`src/rtl/step_pkg.sv`:
```
// Shared constants for the step/dir output stage: default parameters and FSM state codes.
package step_pkg;

  localparam int unsigned AXES_DEF    = 4;
  localparam int unsigned PW_W_DEF    = 16;
  localparam int unsigned DEPTH_W_DEF = 3;
  localparam int unsigned POS_W_DEF   = 32;

  localparam logic [1:0] ST_IDLE  = 2'd0;
  localparam logic [1:0] ST_SETUP = 2'd1;
  localparam logic [1:0] ST_HIGH  = 2'd2;
  localparam logic [1:0] ST_LOW   = 2'd3;

endpackage

```
`src/rtl/step_axis_chan.sv`:
```
// One axis: direction FIFO, step pulse re-timing FSM and signed position counter.
module step_axis_chan
  import step_pkg::*;
#(
  parameter int unsigned PW_W    = PW_W_DEF,
  parameter int unsigned DEPTH_W = DEPTH_W_DEF,
  parameter int unsigned POS_W   = POS_W_DEF
) (
  input  logic             clk,
  input  logic             rst,
  input  logic             enable,
  input  logic             step_in,
  input  logic             dir_in,
  input  logic [PW_W-1:0]  pulse_len,
  input  logic [PW_W-1:0]  gap_len,
  input  logic [PW_W-1:0]  dir_setup,
  input  logic             invert_step,
  input  logic             invert_dir,
  input  logic             pos_load,
  input  logic [POS_W-1:0] pos_val,
  input  logic             ovf_clr,
  output logic             step_out,
  output logic             dir_out,
  output logic [POS_W-1:0] pos,
  output logic             overflow,
  output logic             busy
);

  localparam int unsigned DEPTH = 1 << DEPTH_W;

  logic [1:0]         state, state_nxt;
  logic [PW_W-1:0]    cnt, cnt_nxt;
  logic               dir_q, dir_nxt;
  logic               step_q, step_nxt;
  logic [DEPTH-1:0]   fifo_mem;
  logic [DEPTH_W-1:0] wr_ptr, rd_ptr;
  logic [DEPTH_W:0]   count, count_nxt;
  logic               pop_c, rise_c, full_c, push_c, drop_c, rd_dir_c;
  logic [PW_W-1:0]    pulse_ld_c, gap_ld_c;

  // Zero-length pulse/gap settings are promoted to one cycle.
  always_comb begin
    pulse_ld_c = (pulse_len == '0) ? PW_W'(1) : pulse_len;
    gap_ld_c   = (gap_len == '0) ? PW_W'(1) : gap_len;
  end

  // FIFO occupancy: a push while full is accepted only if a pop frees a slot the same cycle.
  always_comb begin
    rd_dir_c  = fifo_mem[rd_ptr];
    full_c    = (count == (DEPTH_W+1)'(DEPTH));
    push_c    = step_in && (!full_c || pop_c);
    drop_c    = step_in && !push_c;
    count_nxt = count;
    if (push_c && !pop_c) begin
      count_nxt = count + (DEPTH_W+1)'(1);
    end else if (!push_c && pop_c) begin
      count_nxt = count - (DEPTH_W+1)'(1);
    end
  end

  // Next-state logic; phase counters latch the timing inputs on phase entry.
  always_comb begin
    state_nxt = state;
    cnt_nxt   = cnt;
    dir_nxt   = dir_q;
    step_nxt  = step_q;
    pop_c     = 1'b0;
    rise_c    = 1'b0;
    case (state)
      ST_IDLE: begin
        if (enable && (count != '0)) begin
          pop_c   = 1'b1;
          dir_nxt = rd_dir_c;
          if ((rd_dir_c == dir_q) || (dir_setup == '0)) begin
            state_nxt = ST_HIGH;
            cnt_nxt   = pulse_ld_c;
            step_nxt  = 1'b1;
            rise_c    = 1'b1;
          end else begin
            state_nxt = ST_SETUP;
            cnt_nxt   = dir_setup;
          end
        end
      end
      ST_SETUP: begin
        if (cnt <= PW_W'(1)) begin
          state_nxt = ST_HIGH;
          cnt_nxt   = pulse_ld_c;
          step_nxt  = 1'b1;
          rise_c    = 1'b1;
        end else begin
          cnt_nxt = cnt - PW_W'(1);
        end
      end
      ST_HIGH: begin
        if (cnt <= PW_W'(1)) begin
          state_nxt = ST_LOW;
          cnt_nxt   = gap_ld_c;
          step_nxt  = 1'b0;
        end else begin
          cnt_nxt = cnt - PW_W'(1);
        end
      end
      ST_LOW: begin
        if (cnt <= PW_W'(1)) begin
          state_nxt = ST_IDLE;
          cnt_nxt   = '0;
        end else begin
          cnt_nxt = cnt - PW_W'(1);
        end
      end
      default: begin
        state_nxt = ST_IDLE;
        cnt_nxt   = '0;
        step_nxt  = 1'b0;
      end
    endcase
  end

  // FSM state and pin registers.
  always_ff @(posedge clk or negedge rst) begin
    if (!rst) begin
      state  <= ST_IDLE;
      cnt    <= '0;
      dir_q  <= 1'b0;
      step_q <= 1'b0;
    end else begin
      state  <= state_nxt;
      cnt    <= cnt_nxt;
      dir_q  <= dir_nxt;
      step_q <= step_nxt;
    end
  end

  // FIFO storage and pointers.
  always_ff @(posedge clk or negedge rst) begin
    if (!rst) begin
      fifo_mem <= '0;
      wr_ptr   <= '0;
      rd_ptr   <= '0;
      count    <= '0;
    end else begin
      if (push_c) begin
        fifo_mem[wr_ptr] <= dir_in;
        wr_ptr           <= wr_ptr + DEPTH_W'(1);
      end
      if (pop_c) begin
        rd_ptr <= rd_ptr + DEPTH_W'(1);
      end
      count <= count_nxt;
    end
  end

  // Position counter (load beats step), sticky overflow (set beats clear), busy flag.
  always_ff @(posedge clk or negedge rst) begin
    if (!rst) begin
      pos      <= '0;
      overflow <= 1'b0;
      busy     <= 1'b0;
    end else begin
      if (pos_load) begin
        pos <= pos_val;
      end else if (rise_c) begin
        pos <= dir_nxt ? (pos + POS_W'(1)) : (pos - POS_W'(1));
      end
      if (drop_c) begin
        overflow <= 1'b1;
      end else if (ovf_clr) begin
        overflow <= 1'b0;
      end
      busy <= (count_nxt != '0) || (state != ST_IDLE) || (state_nxt != ST_IDLE);
    end
  end

  // Polarity applied after the registers so invert bits act on the pins at once.
  assign step_out = step_q ^ invert_step;
  assign dir_out  = dir_q ^ invert_dir;

endmodule

```
`src/rtl/step_dir_out.sv`:
```
// Multi-axis step/dir output stage: one step_axis_chan per axis plus port slicing.
module step_dir_out
  import step_pkg::*;
#(
  parameter int unsigned AXES    = AXES_DEF,
  parameter int unsigned PW_W    = PW_W_DEF,
  parameter int unsigned DEPTH_W = DEPTH_W_DEF,
  parameter int unsigned POS_W   = POS_W_DEF
) (
  input  logic                  clk,
  input  logic                  rst,
  input  logic                  enable,
  input  logic [AXES-1:0]       step_in,
  input  logic [AXES-1:0]       dir_in,
  input  logic [PW_W-1:0]       pulse_len,
  input  logic [PW_W-1:0]       gap_len,
  input  logic [PW_W-1:0]       dir_setup,
  input  logic [AXES-1:0]       invert_step,
  input  logic [AXES-1:0]       invert_dir,
  input  logic [AXES-1:0]       pos_load,
  input  logic [AXES*POS_W-1:0] pos_val,
  input  logic [AXES-1:0]       ovf_clr,
  output logic [AXES-1:0]       step_out,
  output logic [AXES-1:0]       dir_out,
  output logic [AXES*POS_W-1:0] pos,
  output logic [AXES-1:0]       overflow,
  output logic [AXES-1:0]       busy
);

  // One independent channel per axis.
  for (genvar i = 0; i < int'(AXES); i++) begin : g_axis
    step_axis_chan #(
      .PW_W    (PW_W),
      .DEPTH_W (DEPTH_W),
      .POS_W   (POS_W)
    ) u_chan (
      .clk         (clk),
      .rst         (rst),
      .enable      (enable),
      .step_in     (step_in[i]),
      .dir_in      (dir_in[i]),
      .pulse_len   (pulse_len),
      .gap_len     (gap_len),
      .dir_setup   (dir_setup),
      .invert_step (invert_step[i]),
      .invert_dir  (invert_dir[i]),
      .pos_load    (pos_load[i]),
      .pos_val     (pos_val[i*POS_W +: POS_W]),
      .ovf_clr     (ovf_clr[i]),
      .step_out    (step_out[i]),
      .dir_out     (dir_out[i]),
      .pos         (pos[i*POS_W +: POS_W]),
      .overflow    (overflow[i]),
      .busy        (busy[i])
    );
  end

endmodule

```
`config.mk`:
```
export PLATFORM = sky130hd
export DESIGN_NAME = step_dir_out
export DESIGN_NICKNAME = d
export VERILOG_FILES = /design/src/rtl/step_pkg.sv /design/src/rtl/step_axis_chan.sv /design/src/rtl/step_dir_out.sv
export SDC_FILE = /design/constraint.sdc
export NUM_CORES = 1
export LEC_CHECK = 0
export CORE_MARGIN = 1
export CORE_UTILIZATION = 45
export CTS_CLUSTER_SIZE = 14
export DETAILED_ROUTE_END_ITERATION = 16
export PLACE_DENSITY = 0.69
export SYNTH_ARGS = -nofsm -noshare
export SYNTH_HDL_FRONTEND = slang
export SYNTH_SLANG_ARGS = --single-unit
```
`constraint.sdc`:
```
create_clock -name clk -period 16.2 [get_ports clk]
set_clock_uncertainty 0.15 [all_clocks]
set_input_delay 1.62 -clock clk [delete_from_list [all_inputs] [get_ports clk]]
set_output_delay 1.62 -clock clk [all_outputs]
set_load 0.05 [all_outputs]
```
# Yosys cells after proc, flatten, opt, wreduce, memory -nomap -nowiden
# Cells that the tools add are included.
# Widths: inputs -> output; s select.
# classes
n_addsub,28
mul,0
div_mod_pow,0
order_cmp,16
eq_ne,36
shift,0
mux,150
bitwise,8
reduce_logical,91
# ops
op,n
$mux 32,12
$mux 16,22
$pmux 16 s4,4
$add 32x1->32 const B,4
$sub 32x1->32 const B,4
$le 16x1->1 const B,4
$sub 16x1->16 const B,4
$mux 1,60
$logic_not 16->1,3
$mux 2,20
$bwmux 8,4
$lt 3x4->1 const B,8
$mux 4,8
$ne 2x1->1 const B,16
$pmux 2 s4,4
$reduce_bool 2->1,16
$reduce_bool 4->1,8
$add 3x1->3 const B,8
$logic_and 1x1->1,24
$reduce_and 5->1,4
$add 4x1->4 const B,4
$eq 2x2->1 const B,8
$eq 4x4->1 const B,4
$logic_or 1x1->1,16
other kinds (12),60
# totals
regBits,288
latchBits,0
ramBits,0
romBits,0
in_bits,203
out_inout_bits,144
wordCells,373
memories,0

# Longest topological paths before layout
# depth
word_depth,13
ltp_mapped,21

# Modules after synthesis
# A second synthesis with hierarchy kept.
# unflattened
hier_cells,2754
hier_area_um2,23346.1
# modules_own_cells
module,instances,cells_per_inst,area_per_inst_um2
step_axis_chan at g_axis[2].u_chan,1,703,6077.1
step_axis_chan at g_axis[3].u_chan,1,697,5883.1
step_axis_chan at g_axis[0].u_chan,1,690,5798.1
step_axis_chan at g_axis[1].u_chan,1,664,5587.9

# Least setup slack after synthesis
# Ideal clock, no wire load.
# synth_timing
path_kind,input to register
from,in enable
to,reg g_axis[0].u_chan.pos[30]
setup_time_ns,0.077
arrival_ns,5.743
required_time_ns,15.973
slack_ns,10.229
path_stages,15
n_path_buf,0
path_cell_list,nand3_1 -> nor2_1 -> a21oi_1 -> inv_1 -> fa_1 -> nor2b_1 -> o21a_1 -> o21ai_0 -> a21oi_1 -> o21a_1 -> o21ai_0 -> o31a_1 -> nor3b_1 -> mux2_2 -> a21oi_1
# synth_between
elab_chain_len,6
# synth_lines
element,line_no,text
start: declaration,step_dir_out.sv:12,"input logic enable,"
$logic_and 1x1->1,step_axis_chan.sv:71,if (enable && (count != '0)) begin
$mux 1,step_axis_chan.sv:71,
$mux 1,step_axis_chan.sv:69,case (state)
net g_axis[0].u_chan.dir_nxt,step_axis_chan.sv:33,"logic dir_q, dir_nxt;"
$mux 32,step_axis_chan.sv:164,pos <= dir_nxt ? (pos + POS_W'(1)) : (pos - POS_W'(1));
$mux 32,step_axis_chan.sv:163,end else if (rise_c) begin
$mux 32,step_axis_chan.sv:161,if (pos_load) begin
end signal: assignment,step_axis_chan.sv:162,pos <= pos_val;
end signal: assignment,step_axis_chan.sv:164,
end: declaration,step_axis_chan.sv:24,"output logic [POS_W-1:0] pos,"
# The timed path passes the listed nets, and every way through them passes these cells. The select of a mux whose other input is x is not followed.
# A chain may end at the register's enable or synchronous reset.

# Worst setup path after layout
# layout_timing
from,in enable
to,reg g_axis[3].u_chan.pos[30]
# layout_between
elab_chain_len,6
# layout_lines
element,line_no
$logic_and 1x1->1,step_axis_chan.sv:71
$mux 1,step_axis_chan.sv:71
$mux 1,step_axis_chan.sv:69
net g_axis[3].u_chan.dir_nxt,step_axis_chan.sv:33
$mux 32,step_axis_chan.sv:164
$mux 32,step_axis_chan.sv:163
$mux 32,step_axis_chan.sv:161
end signal: assignment,step_axis_chan.sv:162
end signal: assignment,step_axis_chan.sv:164
end: declaration,step_axis_chan.sv:24
# The timed path passes the listed nets, and every way through them passes these cells. The select of a mux whose other input is x is not followed.

==> run metrics <==
status=finished, final reports clean; total negative slack=0 ns; Primary FF master, synth=dfrtp_1; core area=0.0490 mm2; initial antenna violation count=5; Critical Path Fanout Max=32; Synth top cells by count=288 x dfrtp_1, 275 x nand2_1, 222 x o21ai_0; maximum VDD drop=~0.000068 V; crit share post-route=between 30% and 40%; total CTS buffers=37; Top Ports=347; # Post-CTS Setup Buffers=0; PortBufs=346; vias in the first global route=21,100; synth unique cells=a little over 80; WP data arrival=around 6.5 ns; starting density of the core=around 46%; Area Overhead vs Synth=23.2%; CP max-delay cell=clkdlybuf4s50_1; Slew HR=between 10% and 20%; Total Power=between 0.003 and 0.004 W; Yosys top cell area share=between 30 and 40%; routed wire length=72,400 um; worst path cell trace=clkdlybuf4s50_1 > nand2_1 > or2_2 > o21ai_0 > inv_1 > buf_4 > ha_1 > nor2b_1 > o31a_1 > o31ai_1 > nand3_1 > nand3_1 > a21boi_0 > a21oi_1 > o21ai_0 > or4_1 > and3_1; Post-DRT Antenna Nets=0; crit end category=register; drt drc=0; Slew @ Worst Pin=roughly 1.2 ns; Clock Sinks=roughly 290; PostCTS Resize Cnt=0; Fmax achieved=~160 MHz; CP required=between 15 and 20 ns; register area share after synthesis=between 30 and 40%; Mapped Area=0.0223 mm2; pwr dens=123 mW/mm2; yosys warns=0; HP Class=register to register; share of cells above drive strength 1=between 7 and 8%; Nets=3,256; Final Hold Vio Count=0; final setup violating endpoints=0; RSZ-0062 raised after global routing=false; clock buffer depth=3; H-tree depth=2; ranking of synthesized cells by area=dfrtp_1 32%, ha_1 8.3%, o21ai_0 5.0%; routability congestion estimate=0.947; die height=around 220 um; Synth Instances=approximately 2,600; ys async rst share=100%; dominant cell type by area after synthesis=dfrtp_1; CTS Root Cell=clkbuf_16; worst skew pair latency=roughly 0.56 ns; first drt pass iteration count=8; Clock transition at path regs=roughly 0.06 ns; Slew Limit Fails=0; CTS tree=built; HPWL Detailed=around 52,000 um; Total Routing Usage GR=around 28%; via count=between 20,000 and 25,000; routed len/inst=approximately 20 um; Post-synth EDFFs=0; leakage power figure=between 10 and 15 nW; die footprint=just over 0.05 mm2; Starting DRT DRC Count=~1,800; Max Cap Viol=0; Filler Cells Inserted=approximately 4,500; max incr delay on CP=around 0.75 ns; row cnt=81; startpoint types=input port; GRT overflow=0; Post-CTS Hold Fix Bufs=0; CP Class=input port to register; Synth Area per Inst=~8.5 um2; Die X=225 um; syn nets=2,983; Final Cell Area=0.0275 mm2; global-route wire length before repair=114,000 um; average vias per placed instance=6.05; cell with the most instances after synthesis=dfrtp_1; Tmin final=around 6.2 ns; dpl cell area=around 0.026 mm2; #FFs+latches synth=288; largest net degree at the start of global routing=104
cell families after synthesis:
logic type / Yosys count / share of synthesized area (%)
flip-flops: 288 / 32.3
adder cells (fa/ha/maj): 152 / 8.65
buffers and inverters: 221 / 4.14
XOR/XNOR: 154 / 6.04
AND/OR/NAND/NOR: 820 / 17.3
AO/OA/AOI/OAI: 866 / 25.0
multiplexers: 127 / 6.61
area by class of cell:
class                      count  area (um2)  area share (%)
multi-input combinational   2119       14200            51.7
sequential                   288        7210            26.2
timing repair buffer         369        3640            13.2
clock buffer                  53        1100            3.98
tap                          664         831            3.02
inverter                      86         323            1.17
clock inverter                14         184           0.669
antenna                        4        10.0          0.0364
report_power, final:
group          total [W]  switching, W  internal [W]
Combinational    0.00148      0.000840      0.000639
Clock           0.000880      0.000345      0.000535
Sequential       0.00103      0.000162      0.000864
per-layer routing:
layer,GRT usage (%),share of wire (%),up-vias,routed length (um)
met4,10.6,3.3,4,2400
li1,-,-,10200,-
met3,5.59,7.8,171,5670
met5,0.293,0.043,-,31
met1,37.7,44,10500,31600
met2,45.0,45,841,32800
flip-flops by register name, summed over array words and instances, names as in the netlist:
signal	cells
g_axis.u_chan.dir_q	4
g_axis.u_chan.state	8
g_axis.u_chan.cnt	64
g_axis.u_chan.pos	128
g_axis.u_chan.wr_ptr	12
g_axis.u_chan.rd_ptr	12
g_axis.u_chan.count	16
g_axis.u_chan.step_q	4
g_axis.u_chan.overflow	4
g_axis.u_chan.fifo_mem	32
g_axis.u_chan.busy	4
path summary, 6_finish.rpt:
kind	start	end	slack, ns	depth (start not counted)
setup / recovery	enable	g_axis[3].u_chan.pos[30]	10.00	17
hold reg to reg	g_axis[3].u_chan.fifo_mem[6]	g_axis[3].u_chan.fifo_mem[6]	0.35	1
setup reg to reg	g_axis[3].u_chan.state[1]	g_axis[3].u_chan.pos[30]	11.03	16
min in group asynchronous	rst	g_axis[3].u_chan.wr_ptr[2]	0.99	1
hold / removal	g_axis[3].u_chan.fifo_mem[6]	g_axis[3].u_chan.fifo_mem[6]	0.35	1
max in group asynchronous	rst	g_axis[1].u_chan.pos[6]	13.43	2
metrics by stage:
step | setup slack (ns) | cells | utilization, % | hold WS (ns)
2_1_floorplan | 10.23 | 2628 | - | 0.309
3_5_place_dp | 9.54 | 3526 | 53.6 | 0.338
4_1_cts | 10.10 | 3593 | 56.2 | 0.350
3_3_place_gp | 9.65 | 3526 | 53.6 | 0.329
5_1_grt | 9.73 | 3596 | 56.2 | 0.361
6_report | 10.00 | 3597 | 56.2 | 0.346
cells in the final DEF (no fill, tap or decap), types with 14 or more instances in the layout:
cell type,instances
mux2_2,84
a221o_1,29
a21oi_1,216
a22oi_1,30
a21o_1,80
nand2_1,275
nand4_1,24
and3_1,22
clkdlybuf4s50_1,345
xor2_1,68
o21a_1,49
nand3_1,66
o221ai_1,14
or3_1,17
xnor2_1,86
dfrtp_1,288
clkbuf_16,37
nand2b_1,19
nor4_1,27
a211oi_1,33
o211ai_1,40
nor2b_1,31
nor2_1,206
mux2i_1,35
ha_1,148
nor3_1,72
o21ai_0,222
inv_1,84
a31oi_1,26
buf_4,23
worst max-delay path: cells and delay by family:
kind / cells / cell delay [ns]
AOI/OAI and AO/OA: 6 / 1.63
and+or+nand+nor: 7 / 1.75
buffers and inverters: 3 / 1.08
adders and majority gates: 1 / 0.39
Power figures use the tool's default switching activity.
